==> src/rtl/pulse_channel_detector.sv <==
// Recovers the 2-bit channel code of a 4-to-1 test-signal mux output by
// measuring the half-period of the selected signal (0, 1 Hz, 10 Hz or 1).
module pulse_channel_detector #(
   parameter int CLK_FREQ = 50000000
) (
   input  logic       clk,
   input  logic       rst,
   input  logic       sig_in,
   output logic [1:0] sel_out,
   output logic       valid
);

   localparam int N1      = CLK_FREQ / 2;
   localparam int N2      = CLK_FREQ / 20;
   localparam int TOL1    = N1 >> 3;
   localparam int TOL2    = N2 >> 3;
   localparam int TIMEOUT = CLK_FREQ;
   localparam int CW      = $clog2(CLK_FREQ + 1);

   localparam logic [CW:0]   LO1    = (CW+1)'(N1 - TOL1);
   localparam logic [CW:0]   HI1    = (CW+1)'(N1 + TOL1);
   localparam logic [CW:0]   LO2    = (CW+1)'(N2 - TOL2);
   localparam logic [CW:0]   HI2    = (CW+1)'(N2 + TOL2);
   localparam logic [CW-1:0] TMO    = CW'(TIMEOUT);
   localparam logic [CW-1:0] TMO_M1 = CW'(TIMEOUT - 1);

   logic          s1, s2, s3;
   logic [CW-1:0] hp_cnt;
   logic          first;
   logic [1:0]    cand;
   logic          cand_ok;

   logic          sig_edge;
   logic [CW:0]   meas;
   logic [1:0]    cls;
   logic          cls_ok;

   assign sig_edge = s2 ^ s3;
   // hp_cnt restarts at 0 on each edge, so edge-to-edge distance is one more
   assign meas     = {1'b0, hp_cnt} + (CW+1)'(1);

   always_comb begin
      cls    = 2'b00;
      cls_ok = 1'b0;
      if (meas >= LO1 && meas <= HI1) begin
         cls    = 2'b01;
         cls_ok = 1'b1;
      end else if (meas >= LO2 && meas <= HI2) begin
         cls    = 2'b10;
         cls_ok = 1'b1;
      end
   end

   always_ff @(posedge clk) begin
      if (rst) begin
         s1      <= 1'b0;
         s2      <= 1'b0;
         s3      <= 1'b0;
         hp_cnt  <= '0;
         first   <= 1'b1;
         cand    <= 2'b00;
         cand_ok <= 1'b0;
         sel_out <= 2'b00;
         valid   <= 1'b0;
      end else begin
         s1 <= sig_in;
         s2 <= s1;
         s3 <= s2;
         if (sig_edge) begin
            hp_cnt <= '0;
            if (first) begin
               first <= 1'b0;
            end else if (cls_ok) begin
               if (cand_ok && cls == cand) begin
                  sel_out <= cls;
                  valid   <= 1'b1;
               end else begin
                  cand    <= cls;
                  cand_ok <= 1'b1;
               end
            end else begin
               cand_ok <= 1'b0;
               valid   <= 1'b0;
            end
         end else begin
            if (hp_cnt != TMO)
               hp_cnt <= hp_cnt + CW'(1);
            // Counter saturates past this value, so the timeout fires only once
            if (hp_cnt == TMO_M1) begin
               sel_out <= {s2, s2};
               valid   <= 1'b1;
               cand_ok <= 1'b0;
               first   <= 1'b1;
            end
         end
      end
   end

endmodule
==> config.mk <==
export PLATFORM = sky130hd
export DESIGN_NAME = pulse_channel_detector
export DESIGN_NICKNAME = d
export VERILOG_FILES = /design/src/rtl/pulse_channel_detector.sv
export SDC_FILE = /design/constraint.sdc
export NUM_CORES = 1
export LEC_CHECK = 0
export BUFFER_PORTS_ARGS = -buffer_cell sky130_fd_sc_hd__buf_4
export CAP_MARGIN = 20
export CELL_PAD_IN_SITES_DETAIL_PLACEMENT = 0
export CELL_PAD_IN_SITES_GLOBAL_PLACEMENT = 1
export CORE_ASPECT_RATIO = 0.8
export CORE_MARGIN = 2
export CORE_UTILIZATION = 51
export CTS_CLUSTER_SIZE = 12
export DETAILED_ROUTE_END_ITERATION = 8
export PLACE_DENSITY = 0.83
export SLEW_MARGIN = 20
export SYNTH_ARGS = -nofsm -noshare
export SYNTH_HDL_FRONTEND = slang
export SYNTH_SLANG_ARGS = --single-unit
==> constraint.sdc <==
create_clock -name clk -period 7.8 [get_ports clk]
set_clock_uncertainty 0.1 [all_clocks]
set_input_delay 0.39 -clock clk [delete_from_list [all_inputs] [get_ports clk]]
set_output_delay 0.39 -clock clk [all_outputs]
set_load 0.03 [all_outputs]
# After elaboration in Yosys (flattened, before gate mapping)

Cells that the tools add are included.

$add $sub $neg: 2
Order comparisons: 4
Equality and inequality tests: 8
Multiplexer cells: 20
Bitwise gates (word level): 3
Reduce and logical (&&, ||, !) cells: 9

Operators by type and width:

| cell                  | number |
|---|---|
| $add 26x1->27 const B | 1 |
| $ge 27x22->1 const B  | 1 |
| $ge 27x25->1 const B  | 1 |
| $le 27x22->1 const B  | 1 |
| $le 27x25->1 const B  | 1 |
| $add 26x1->26 const B | 1 |
| $eq 26x26->1 const B  | 1 |
| $ne 26x26->1 const B  | 1 |
| $mux 2                | 7 |
| $mux 1                | 13 |
| $reduce_and 4->1      | 2 |
| $reduce_and 3->1      | 2 |
| $ne 2x1->1 const B    | 2 |
| $logic_and 1x1->1     | 3 |
| $ne 3x2->1 const B    | 1 |
| $ne 3x3->1 const B    | 1 |
| $eq 2x2->1            | 1 |
| $ne 2x2->1 const B    | 1 |
| $not 1->1             | 2 |
| $reduce_bool 2->1     | 1 |
| $reduce_or 2->1       | 1 |
| $xor 1x1->1           | 1 |

Bits in registers: 36
Bits of input ports: 3
Output and inout port bits: 3
Word-level logic and storage cells: 55

# Depth between registers and ports, before layout

Gate-level depths: netlist of the first run.

Depth in word-level cells: 11
Gate-level depth with buffers: 12
Mapped depth without buffers: 11

# Worst setup path before layout of the first run

No wires, ideal clock.

Path kind: flip-flop to flip-flop
Start: register hp_cnt[1]
End: register sel_out[0]
Library setup time: 0.115 ns
Data arrival time: 3.561 ns
Data required time: 7.585 ns
Setup slack: 4.024 ns
Stages on the path, launching flop included: 13
Buffers on the path: 1
Period minus slack after synthesis: 3.776 ns
Cells stage by stage: dfxtp_1 -> ha_1 -> buf_2 -> and4_4 -> nand3_4 -> or4_4 -> xnor2_1 -> or4_1 -> a2111o_1 -> a21oi_2 -> nor2_2 -> maj3_2 -> o21ba_1

Word-level cells in the longest chain between the ends: 9
Elaborated cells on any way between the ends: 22
Classes of those cells: 1 x add/sub; 4 x order compare; 4 x eq/ne; 8 x mux; 5 x reduce/logical

RTL lines:

| what                                         | line | RTL |
|---|---|---|
| start: declaration                           | 28   | `logic [CW-1:0] hp_cnt;` |
| start signal: assignment                     | 87   | `hp_cnt <= hp_cnt + CW'(1);` |
| $add 26x1->27                                | 40   | `assign meas = {1'b0, hp_cnt} + (CW+1)'(1);` |
| $ge 27x22->1 or $le 27x22->1 (tied branches) | 48   | `end else if (meas >= LO2 && meas <= HI2) begin` |
| $logic_and 1x1->1                            | 48   |  |
| $mux 2                                       | 48   |  |
| $mux 2                                       | 45   | `if (meas >= LO1 && meas <= HI1) begin` |
| $eq 2x2->1                                   | 74   | `if (cand_ok && cls == cand) begin` |
| $logic_and 1x1->1                            | 74   |  |
| $ne 2x1->1 (no source line)                  | --   |  |
| $reduce_and 4->1 (no source line)            | --   |  |
| end signal: assignment                       | 75   | `sel_out <= cls;` |
| end signal: assignment                       | 90   | `sel_out <= {s2, s2};` |
| end: declaration                             | 9    | `output logic [1:0] sel_out,` |

Parallel ways exist; a longest one is shown, timed or not. The select of a mux whose other input is x is not followed.
A chain may end at the register's enable or synchronous reset.

# Worst setup path in the final report of the first run

Start: register hp_cnt[7]
End: register sel_out[0]

The elaborated chain is that of the path after synthesis.

==> results of run 1 <==
-- cells in the final DEF, fill, tap and decap left out, types with 3 or more instances in the layout --
master,instances
sky130_fd_sc_hd__o31ai_1,5
sky130_fd_sc_hd__o21a_1,4
sky130_fd_sc_hd__nor3_1,16
sky130_fd_sc_hd__nor2b_1,3
sky130_fd_sc_hd__ha_1,3
sky130_fd_sc_hd__and4_1,3
sky130_fd_sc_hd__clkbuf_8,6
sky130_fd_sc_hd__inv_1,13
sky130_fd_sc_hd__a31o_2,3
sky130_fd_sc_hd__nor3_2,5
sky130_fd_sc_hd__or3_1,4
sky130_fd_sc_hd__xor2_1,8
sky130_fd_sc_hd__nor4_1,9
sky130_fd_sc_hd__and3_1,3
sky130_fd_sc_hd__nor4_4,3
sky130_fd_sc_hd__nor2_1,45
sky130_fd_sc_hd__nand3_1,9
sky130_fd_sc_hd__o22ai_1,4
sky130_fd_sc_hd__o41ai_1,7
sky130_fd_sc_hd__or4_1,6
sky130_fd_sc_hd__xnor2_1,19
sky130_fd_sc_hd__o21ai_0,7
sky130_fd_sc_hd__a31oi_1,4
sky130_fd_sc_hd__buf_4,5
sky130_fd_sc_hd__dfxtp_1,36
sky130_fd_sc_hd__nor4b_1,4
sky130_fd_sc_hd__a21oi_1,13
sky130_fd_sc_hd__nand2_1,24
sky130_fd_sc_hd__nand4_1,13
-- through the flow --
| stage | power, mW | utilization | hold WS (ns) |
|---|---|---|---|
| after floorplan | 0.204 | - | 0.314 |
| after global placement | 0.209 | 0.536 | 0.319 |
| after detailed placement | 0.209 | 0.536 | 0.346 |
| after CTS | 0.347 | 0.554 | 0.213 |
| after global routing | 0.357 | 0.554 | 0.219 |
| final | 0.344 | 0.554 | 0.219 |
-- area by class of cell --
cell class                      instances  area, um2  share of cell area
Clock buffer                            8       90.1              0.0321
Inverter                               13       48.8              0.0174
Multi-Input combinational cell        269       1830               0.653
Sequential cell                        36        721               0.257
Tap cell                               62       77.6              0.0276
Timing Repair Buffer                    5       37.5              0.0134
-- final timing paths --
path / startpoint / end / slack [ns] / cells after the start
setup / recovery: hp_cnt[7] / sel_out[0] / 3.66 / 10
hold / removal: rst / cand[0] / 0.22 / 2
setup reg to reg: hp_cnt[7] / sel_out[0] / 3.66 / 10
hold reg to reg: s1 / s2 / 0.36 / 1
-- worst max-delay path: cells and delay by family, from the launching register on --
family,cells,cell delay (ns)
simple gates,5,1.89
flops,1,0.73
xor+xnor,1,0.20
compound gates,3,0.80
fa+ha+maj,1,0.31
-- sequential cells by signal (all words and copies together) (netlist names) --
signal	cells
hp_cnt	26
cand	2
sel_out	2
cand_ok	1
first	1
s1	1
s2	1
s3	1
valid	1
-- power by group --
group	total, mW	leakage [nW]	switching, mW	internal (mW)
Sequential	0.190	0.291	0.00343	0.186
Clock	0.139	0.0455	0.0670	0.0721
Combinational	0.0153	0.547	0.0102	0.00511
Total	0.344	0.883	0.0806	0.263
-- cells by family (layout without fill, tap and decap cells) --
| family | count (synthesis) | after routing |
|---|---|---|
| DFF | 36 | 36 |
| AOI/OAI and AO/OA | 64 | 64 |
| and+or+nand+nor | 169 | 169 |
| muxes | 4 | 4 |
| buffers and inverters | 35 | 26 |
| adders and majority gates | 5 | 5 |
| xor gates and xnor gates | 27 | 27 |
-- layer usage --
metal	global-route usage	wire length, um
met1	0.345	3280
met2	0.347	2900
met3	0.0667	577
met4	0.0917	143
met5	0	0
==> run metrics, run 1 <==
gpl congestion 0.923; number of antenna violations at the first check in global routing 0; Post-route DRC 0; final std cells w/o fill 393; total number of clock tree sinks 36; max_cap viols 0; normalized max-slew margin 0.480; critical path data arrival time 4.23 ns; final clock period utilization by the worst path 0.531; clock buffers created by TritonCTS 5; final count of negative-setup-slack endpoints 0; routed vias/inst 6.48; count of routing violations after the opening detailed-route iteration 219; warning count from the yosys run 0; XOR/XNOR Fraction of Synth Area 0.0869; Placement Setup Slack 3.72 ns; synthesized-area fraction occupied by ao, oa, aoi and oai cells 0.169; chip height 69.3 um; post-synth top area cell sky130_fd_sc_hd__dfxtp_1; number of core rows 23; drt wl/cell 17.6 um; antenna diode count 0; number of nets in the layout 336; post-placement cell count 385; average cell area after synthesis 8.00 um2; final-layout setup total negative slack 0 ns; smallest setup slack after layout 3.66 ns; area share of fa/ha/maj cells after synthesis 0.0216; Post-Synthesis Net Count 346; maximum number of pins on one net before global-route repair 20; cells traversed along the worst timing path and4_1 -> nand4_2 -> or4_4 -> xnor2_1 -> or4_1 -> a2111o_1 -> a21oi_2 -> nor2_2 -> maj3_2 -> o21ba_1; Area Growth Syn to Fin 3.13%; type of the tightest min-delay check input port to flop; number of register bits inferred by synthesis 36; cell area after layout 2810 um2; cell with the largest stage delay on the worst path sky130_fd_sc_hd__dfxtp_1; global routing usage summed across all routing layers 0.243; simple-gate portion of the synthesized area 0.380; Synth Cell Area 2720 um2; setup repair bufs after CTS 0; Synth top area share 0.265; transition at the pin with the smallest max-transition slack 0.775 ns; main combinational cell family by area after synthesis simple AND/OR/NAND/NOR gates; FMAX 0.242 GHz; Resize count post-CTS 0; number of max-slew violations in the final report 0; Initial Util 0.537; power density over the cells 123 nW/um2; Placed Instance Area 2720 um2; number of buffers inserted for hold repair after clock tree synthesis 0; Worst setup SP type flop; dominant synthesized flop cell sky130_fd_sc_hd__dfxtp_1; total gr overflow 0; data required time at the worst endpoint 7.89 ns; number of nets still failing antenna checks after routing 0; count of flip-flops with a built-in enable after synthesis 0; ranking of synthesized cells by instance count sky130_fd_sc_hd__nor2_1 (45), sky130_fd_sc_hd__dfxtp_1 (36), sky130_fd_sc_hd__nand2_1 (24); DRT Wirelength 6900 um; via count of the first global-routing pass 2,281; number of I/O pins 6; highest fanout seen on the critical path 19; Longest Clk Path Bufs 2; standby leakage power 0.883 nW; share of synthesized area occupied by flip-flops and latches 0.265; kind of end point of the critical path flop; time the worst path needs with I/O delays and setup 4.14 ns; number of distinct library cells after synthesis 69; share of cells above drive strength 1 0.121; width of the die 85.7 um; global-route wire length before repair 11,500 um; TritonCTS clock tree done; Crit Path Category flop to flop; multiplexer share of the synthesized area 0.0156; Synth async-reset ratio 0; number of detailed-route iterations in the first pass 5; leading cell types by total area after synthesis sky130_fd_sc_hd__dfxtp_1 (26%), sky130_fd_sc_hd__nor2_1 (6.2%), sky130_fd_sc_hd__xnor2_1 (6.1%), sky130_fd_sc_hd__nand2_1 (3.3%), sky130_fd_sc_hd__nand4_1 (3.0%); via total after detailed routing 2,548; worst supply voltage drop on vdd 0.0000965 V; Final Hold Viols 0; delay of the slowest cell on the worst path 0.73 ns; Post-Syn Instances 340; setup repair after global routing missed its margin false; total of fill cells in the finished design 473; DIE AREA 5940 um2; # H-tree levels 2; CTS root buffer sky130_fd_sc_hd__clkbuf_8; insertion delay of the later-clocked pin in the worst-skew pair 0.29 ns; Core ar. 5060 um2; Reg clk slew, reported paths 0.07 ns; count of input and output buffers 5; most frequent cell after synthesis sky130_fd_sc_hd__nor2_1; outcome finished, final reports clean; placed wire-length estimate 5150 um
Power figures use the tool's default switching activity.
==> run 2: changes to the inputs <==
--- a/config.mk
+++ b/config.mk
@@ -11,10 +11,10 @@
 export CELL_PAD_IN_SITES_GLOBAL_PLACEMENT = 1
 export CORE_ASPECT_RATIO = 0.8
 export CORE_MARGIN = 2
-export CORE_UTILIZATION = 51
+export CORE_UTILIZATION = 43
 export CTS_CLUSTER_SIZE = 12
 export DETAILED_ROUTE_END_ITERATION = 8
-export PLACE_DENSITY = 0.83
+export PLACE_DENSITY = 0.74
 export SLEW_MARGIN = 20
 export SYNTH_ARGS = -nofsm -noshare
 export SYNTH_HDL_FRONTEND = slang
==> constraint.sdc (replaced) <==
create_clock -name clk -period 3.6 [get_ports clk]
set_clock_uncertainty 0.1 [all_clocks]
set_input_delay 0.18 -clock clk [delete_from_list [all_inputs] [get_ports clk]]
set_output_delay 0.18 -clock clk [all_outputs]
set_load 0.03 [all_outputs]
==> run metrics, run 2 (synthesis results as in run 1) <==
outcome finished, final reports clean; endpoint of the lowest-slack register-to-register path sel_out[0]; WHS 0.00976 ns (-0.209 ns); number of max-slew violations in the final report 0 (unchanged); gpl congestion 0.980 (+6.2%); total power 0.749 mW (+120%); Placed Instance Area 3070 um2 (+13%); Post-route DRC 0 (unchanged); Initial Util 0.453 (-0.0842); DRT Wirelength 7500 um (+8.6%); final count of negative-setup-slack endpoints 0 (unchanged); placed wire-length estimate 5800 um (+13%); standby leakage power 1.12 nW (+27%); count of input and output buffers 5 (unchanged); smallest setup slack after layout 0.0979 ns (-3.56 ns); count of cells along the worst register-to-register path 11 (+1); number of antenna violations at the first check in global routing 0 (unchanged); number of core rows 25 (+8.7%); largest registers in the final layout hp_cnt (26), cand (2), sel_out (2); switching power 0.194 mW (+140%); Flop pwr share 0.545 (-0.006); worst flop-to-flop path startpoint hp_cnt[0]; normalized max-slew margin 0.589 (+0.109); Crit Path Category flop to flop; DIE AREA 6990 um2 (+18%); via count of the first global-routing pass 2,460 (+7.8%); most used cells in the layout excluding fill and tap cells sky130_fd_sc_hd__nor2_1 (44), sky130_fd_sc_hd__buf_4 (43), sky130_fd_sc_hd__dfxtp_1 (32), sky130_fd_sc_hd__nand2_1 (24), sky130_fd_sc_hd__xnor2_1 (18); via total after detailed routing 2,617 (+2.7%); highest fanout seen on the critical path 4 (-15); routed vias/inst 5.79 (-11%); total number of clock tree sinks 36 (unchanged); data required time at the worst endpoint 3.69 ns (-4.20 ns); time the worst path needs with I/O delays and setup 3.50 ns (-0.636 ns); width of the die 92.9 um (+8.5%); count of routing violations after the opening detailed-route iteration 233 (+6.4%); global routing usage summed across all routing layers 0.230 (-0.0126); kind of end point of the critical path flop; Area Growth Syn to Fin 18.2%; leading cell type in the layout, fill and taps excluded sky130_fd_sc_hd__nor2_1; final-layout setup total negative slack 0 ns (unchanged); Reg with most FFs hp_cnt; sink of the worst hold path s1; chip height 75.2 um (+8.4%); final std cells w/o fill 452 (+15%); number of nets in the layout 376 (+12%); clock buffers created by TritonCTS 5 (unchanged); final core occ 0.536 (-0.0185); number of I/O pins 6 (unchanged); antenna diode count 0 (unchanged); Longest Clk Path Bufs 2 (unchanged); critical hold path startpoint sig_in; final clock period utilization by the worst path 0.973 (+0.442); Net Sw Frac 0.259 (+0.0247); share of cells above drive strength 1 0.248 (+0.127); total gr overflow 0 (unchanged); Largest register FFs 26 (unchanged); worst supply voltage drop on vdd 0.000125 V (+30%); post-placement cell count 443 (+15%); type of the tightest min-delay check input port to flop; Reg clk slew, reported paths 0.08 ns (about the same); transition at the pin with the smallest max-transition slack 0.612 ns (-0.163 ns); global-route wire length before repair 12,400 um (+8.2%); TritonCTS clock tree done; Placement Setup Slack 0.0275 ns (-3.69 ns); # H-tree levels 2 (unchanged); FMAX 0.286 GHz (+18%); cell area after layout 3220 um2 (+15%); number of detailed-route iterations in the first pass 4 (-1); number of cells traversed by the worst hold path 2 (unchanged); max_cap viols 0 (unchanged); Clock power frac 0.395 (-0.009); R2R setup slack 0.1 ns (-3.56 ns); design internal power 0.555 mW (+110%); CTS root buffer sky130_fd_sc_hd__clkbuf_8; maximum number of pins on one net before global-route repair 17 (-15%); Worst setup SP type flop; power density over the cells 233 nW/um2 (+90%); critical path data arrival time 3.60 ns (-0.63 ns); number of nets still failing antenna checks after routing 0 (unchanged); setup repair bufs after CTS 0 (unchanged); Core ar. 6010 um2 (+19%); Final Hold Viols 0 (unchanged); drt wl/cell 16.6 um (-5.6%); insertion delay of the later-clocked pin in the worst-skew pair 0.30 ns (about the same); combinational power share 0.060 (+0.015)
run 2: cell count changes in the layout (fill, tap and decap cells not counted), moves of 2 or more:
cell                       before  now
sky130_fd_sc_hd__buf_4          5   43
sky130_fd_sc_hd__clkbuf_1       2    0
sky130_fd_sc_hd__clkinv_2       0    2
sky130_fd_sc_hd__dfxtp_1       36   32
sky130_fd_sc_hd__dfxtp_2        0    2
sky130_fd_sc_hd__dfxtp_4        0    2
run 2: worst max-delay path by stage:
stage / slack [ns] / cells after the start / start / endpoint
4_1_cts: 0.009 / 11 / hp_cnt[0] / sel_out[0]
2_1_floorplan: 0.02 / 12 / hp_cnt[0] / sel_out[0]
5_1_grt: -0.03 / 11 / hp_cnt[2] / sel_out[0]
3_5_place_dp: 0.03 / 11 / hp_cnt[0] / sel_out[0]
6_report: 0.1 / 11 / hp_cnt[0] / sel_out[0]
3_3_place_gp: 0.08 / 11 / hp_cnt[0] / sel_out[0]
run 2: layout make-up:
class | count | area, um2
fill | 567 | 2790
timing repair buffer | 45 | 353
sequential | 36 | 731
clock buffer | 5 | 68.8
multi-input combinational | 269 | 1900
clock inverter | 3 | 18.8
inverter | 13 | 48.8
tap | 81 | 101
run 2: layer usage:
metal,global-route usage,vias to the layer above,wire [um]
li1,-,1316,-
met1,0.324,1220,3640
met2,0.362,70,3310
met3,0.0440,11,437
met4,0.0686,0,107
met5,0,-,0
run 2: critical path, stage by stage (launching register included):
cell and delay [ns]:
sky130_fd_sc_hd__dfxtp_4 0.36, sky130_fd_sc_hd__ha_4 0.16, sky130_fd_sc_hd__and4_4 0.27, sky130_fd_sc_hd__nand3_4 0.08, sky130_fd_sc_hd__or4_4 0.58, sky130_fd_sc_hd__xnor2_4 0.16, sky130_fd_sc_hd__or4_4 0.55, sky130_fd_sc_hd__a2111o_1 0.37
sky130_fd_sc_hd__a21oi_2 0.22, sky130_fd_sc_hd__nor2_2 0.08, sky130_fd_sc_hd__maj3_2 0.31, sky130_fd_sc_hd__o21ba_1 0.16
run 2: power by group through the flow:
stage	clock [mW]	combinational, mW	sequential, mW
6_report	0.296	0.0449	0.408
5_1_grt	0.316	0.0493	0.409
4_1_cts	0.305	0.0437	0.408
3_5_place_dp	0	0.0426	0.418
3_3_place_gp	0	0.0429	0.417
2_1_floorplan	0	0.0257	0.420
run 2: timing repair:
action | in CTS | in global routing
endpoints found under the setup margin | 0 | 3
resized for setup | 0 | 11
hold buffers | 1 | 0
endpoints found under the hold margin | 3 | 0
==> run 3: changes to the inputs <==
--- a/config.mk
+++ b/config.mk
@@ -14,8 +14,10 @@
 export CORE_UTILIZATION = 43
 export CTS_CLUSTER_SIZE = 12
 export DETAILED_ROUTE_END_ITERATION = 8
-export PLACE_DENSITY = 0.74
+export PLACE_DENSITY = 0.78
+export SKIP_LAST_GASP = 1
 export SLEW_MARGIN = 20
 export SYNTH_ARGS = -nofsm -noshare
 export SYNTH_HDL_FRONTEND = slang
 export SYNTH_SLANG_ARGS = --single-unit
+export TNS_END_PERCENT = 5
==> run metrics, run 3 (synthesis results as in run 1) <==
Longest Clk Path Bufs 2 (unchanged); Worst setup SP type flop; share of cells above drive strength 1 0.271 (+0.0228); Placed Instance Area 3070 um2 (about the same); number of nets in the layout 378 (+0.53%); number of detailed-route iterations in the first pass 5 (+1); power density over the cells 253 nW/um2 (+8.6%); highest fanout seen on the critical path 6 (+2); width of the die 92.9 um (unchanged); critical hold path startpoint sig_in; number of nets still failing antenna checks after routing 0 (unchanged); worst supply voltage drop on vdd 0.000150 V (+20%); type of the tightest min-delay check input port to flop; total power 0.824 mW (+10%); Crit Path Category flop to flop; via count of the first global-routing pass 2,505 (+1.8%); final clock period utilization by the worst path 0.964 (-0.00884); worst flop-to-flop path startpoint hp_cnt[0]; critical path data arrival time 3.56 ns (-0.04 ns); Initial Util 0.453 (unchanged); Reg clk slew, reported paths 0.08 ns (about the same); most used cells in the layout excluding fill and tap cells sky130_fd_sc_hd__buf_4 (46), sky130_fd_sc_hd__nor2_1 (44), sky130_fd_sc_hd__dfxtp_1 (29), sky130_fd_sc_hd__nand2_1 (24), sky130_fd_sc_hd__xnor2_1 (18); antenna diode count 0 (unchanged); leading cell type in the layout, fill and taps excluded sky130_fd_sc_hd__buf_4; standby leakage power 1.11 nW (-0.87%); Largest register FFs 26 (unchanged); data required time at the worst endpoint 3.69 ns (about the same); cell area after layout 3260 um2 (+1.3%); endpoint of the lowest-slack register-to-register path sel_out[0]; routed vias/inst 6.00 (+3.6%); final core occ 0.543 (+0.00687); number of antenna violations at the first check in global routing 0 (unchanged); global-route wire length before repair 13,100 um (+5.4%); number of core rows 25 (unchanged); TritonCTS clock tree done; Core ar. 6010 um2 (unchanged); count of routing violations after the opening detailed-route iteration 220 (-5.6%); placed wire-length estimate 6070 um (+4.6%); clock buffers created by TritonCTS 5 (unchanged); R2R setup slack 0.13 ns (+0.03 ns); maximum number of pins on one net before global-route repair 19 (+2); count of cells along the worst register-to-register path 12 (+1); insertion delay of the later-clocked pin in the worst-skew pair 0.30 ns (about the same); kind of end point of the critical path flop; global routing usage summed across all routing layers 0.244 (+0.0135); Reg with most FFs hp_cnt; Area Growth Syn to Fin 19.7%; number of buffers inserted for hold repair after clock tree synthesis 0 (-1); number of max-slew violations in the final report 0 (unchanged); number of cells traversed by the worst hold path 2 (unchanged); chip height 75.2 um (unchanged); WHS 0.00101 ns (-0.00875 ns); Final Hold Viols 0 (unchanged); DRT Wirelength 7990 um (+6.6%); capture point of the critical path sel_out[0]; number of I/O pins 6 (unchanged); largest registers in the final layout hp_cnt (26), cand (2), sel_out (2); total of fill cells in the finished design 583 (+2.8%); CTS root buffer sky130_fd_sc_hd__clkbuf_8; total number of clock tree sinks 36 (unchanged); via total after detailed routing 2,724 (+4.1%); gpl congestion 0.949 (-3.1%); transition at the pin with the smallest max-transition slack 0.688 ns (+0.0764 ns); FMAX 0.288 GHz (+0.92%); final count of negative-setup-slack endpoints 0 (unchanged); count of input and output buffers 5 (unchanged); Post-route DRC 0 (unchanged); total gr overflow 0 (unchanged); normalized max-slew margin 0.529 (-0.0599); # H-tree levels 2 (unchanged); drt wl/cell 17.6 um (+6.1%); first element of the critical path hp_cnt[0]; time the worst path needs with I/O delays and setup 3.47 ns (-0.0318 ns); max_cap viols 0 (unchanged); DIE AREA 6990 um2 (unchanged); outcome finished, final reports clean
run 3: cell types whose count changed in the layout (fill, tap and decap cells not counted), sizes merged:
| cell | change |
|---|---|
| clkinv | -2 |
| dlygate4sd3 | -1 |
| bufinv | +1 |
| buf | +3 |
| clkinvlp | +1 |
run 3: per-layer routing:
metal | global-route usage | vias to the layer above | routed length (um)
met3 | 0.0470 | 15 | 529
met2 | 0.380 | 111 | 3460
met4 | 0.0703 | 0 | 139
li1 | - | 1320 | -
met5 | 0 | - | 0
met1 | 0.346 | 1278 | 3870
run 3: critical path: stages, from the launching register on:
cell                        delay, ns
sky130_fd_sc_hd__dfxtp_4         0.36
sky130_fd_sc_hd__ha_4            0.15
sky130_fd_sc_hd__buf_4           0.15
sky130_fd_sc_hd__nand3_1         0.14
sky130_fd_sc_hd__xnor2_1         0.19
sky130_fd_sc_hd__a2111oi_0       0.64
sky130_fd_sc_hd__o41ai_1         0.22
sky130_fd_sc_hd__a211oi_1        0.48
sky130_fd_sc_hd__nor4_4          0.08
sky130_fd_sc_hd__o31ai_1         0.29
sky130_fd_sc_hd__nor3_2          0.10
sky130_fd_sc_hd__o41ai_1         0.28
sky130_fd_sc_hd__o21ba_1         0.18
run 3: cell type report:
class | count | area (um2) | area share
clock buffers | 5 | 68.8 | 0.0211
clock inverters | 3 | 42.5 | 0.0131
inverters | 13 | 48.8 | 0.0150
multi-input cells | 269 | 1910 | 0.585
flip-flops and latches | 36 | 734 | 0.225
well taps | 81 | 101 | 0.0311
repair buffers | 47 | 357 | 0.109
run 3: how the worst min path moves through the flow:
stage | endpoint | slack (ns)
global placement | s1 | 0.31
floorplan | s1 | 0.21
global route | s1 | 0.0004
finish | s1 | 0.001
detailed placement | s1 | 0.31
CTS | s1 | 0.004
run 3: where the power goes:
| group | switching, mW | internal, mW |
|---|---|---|
| Combinational | 0.0291 | 0.0170 |
| Clock | 0.164 | 0.205 |
| Sequential | 0.00520 | 0.403 |
| Total | 0.199 | 0.625 |
run 3: per-stage QoR:
stage	setup TNS (ns)	cells	setup WS (ns)
floorplan	0	340	0.0212
global placement	0	445	0.0699
finish	0	454	0.130
global route	-0.0206	454	-0.0166
CTS	0	453	0.0102
detailed placement	-0.00526	445	-0.00526
run 3: what timing repair did:
item,in CTS,in global routing
buffers inserted,0,1
resized for setup,2,15
setup endpoints to repair,1,6
pin swaps,1,6
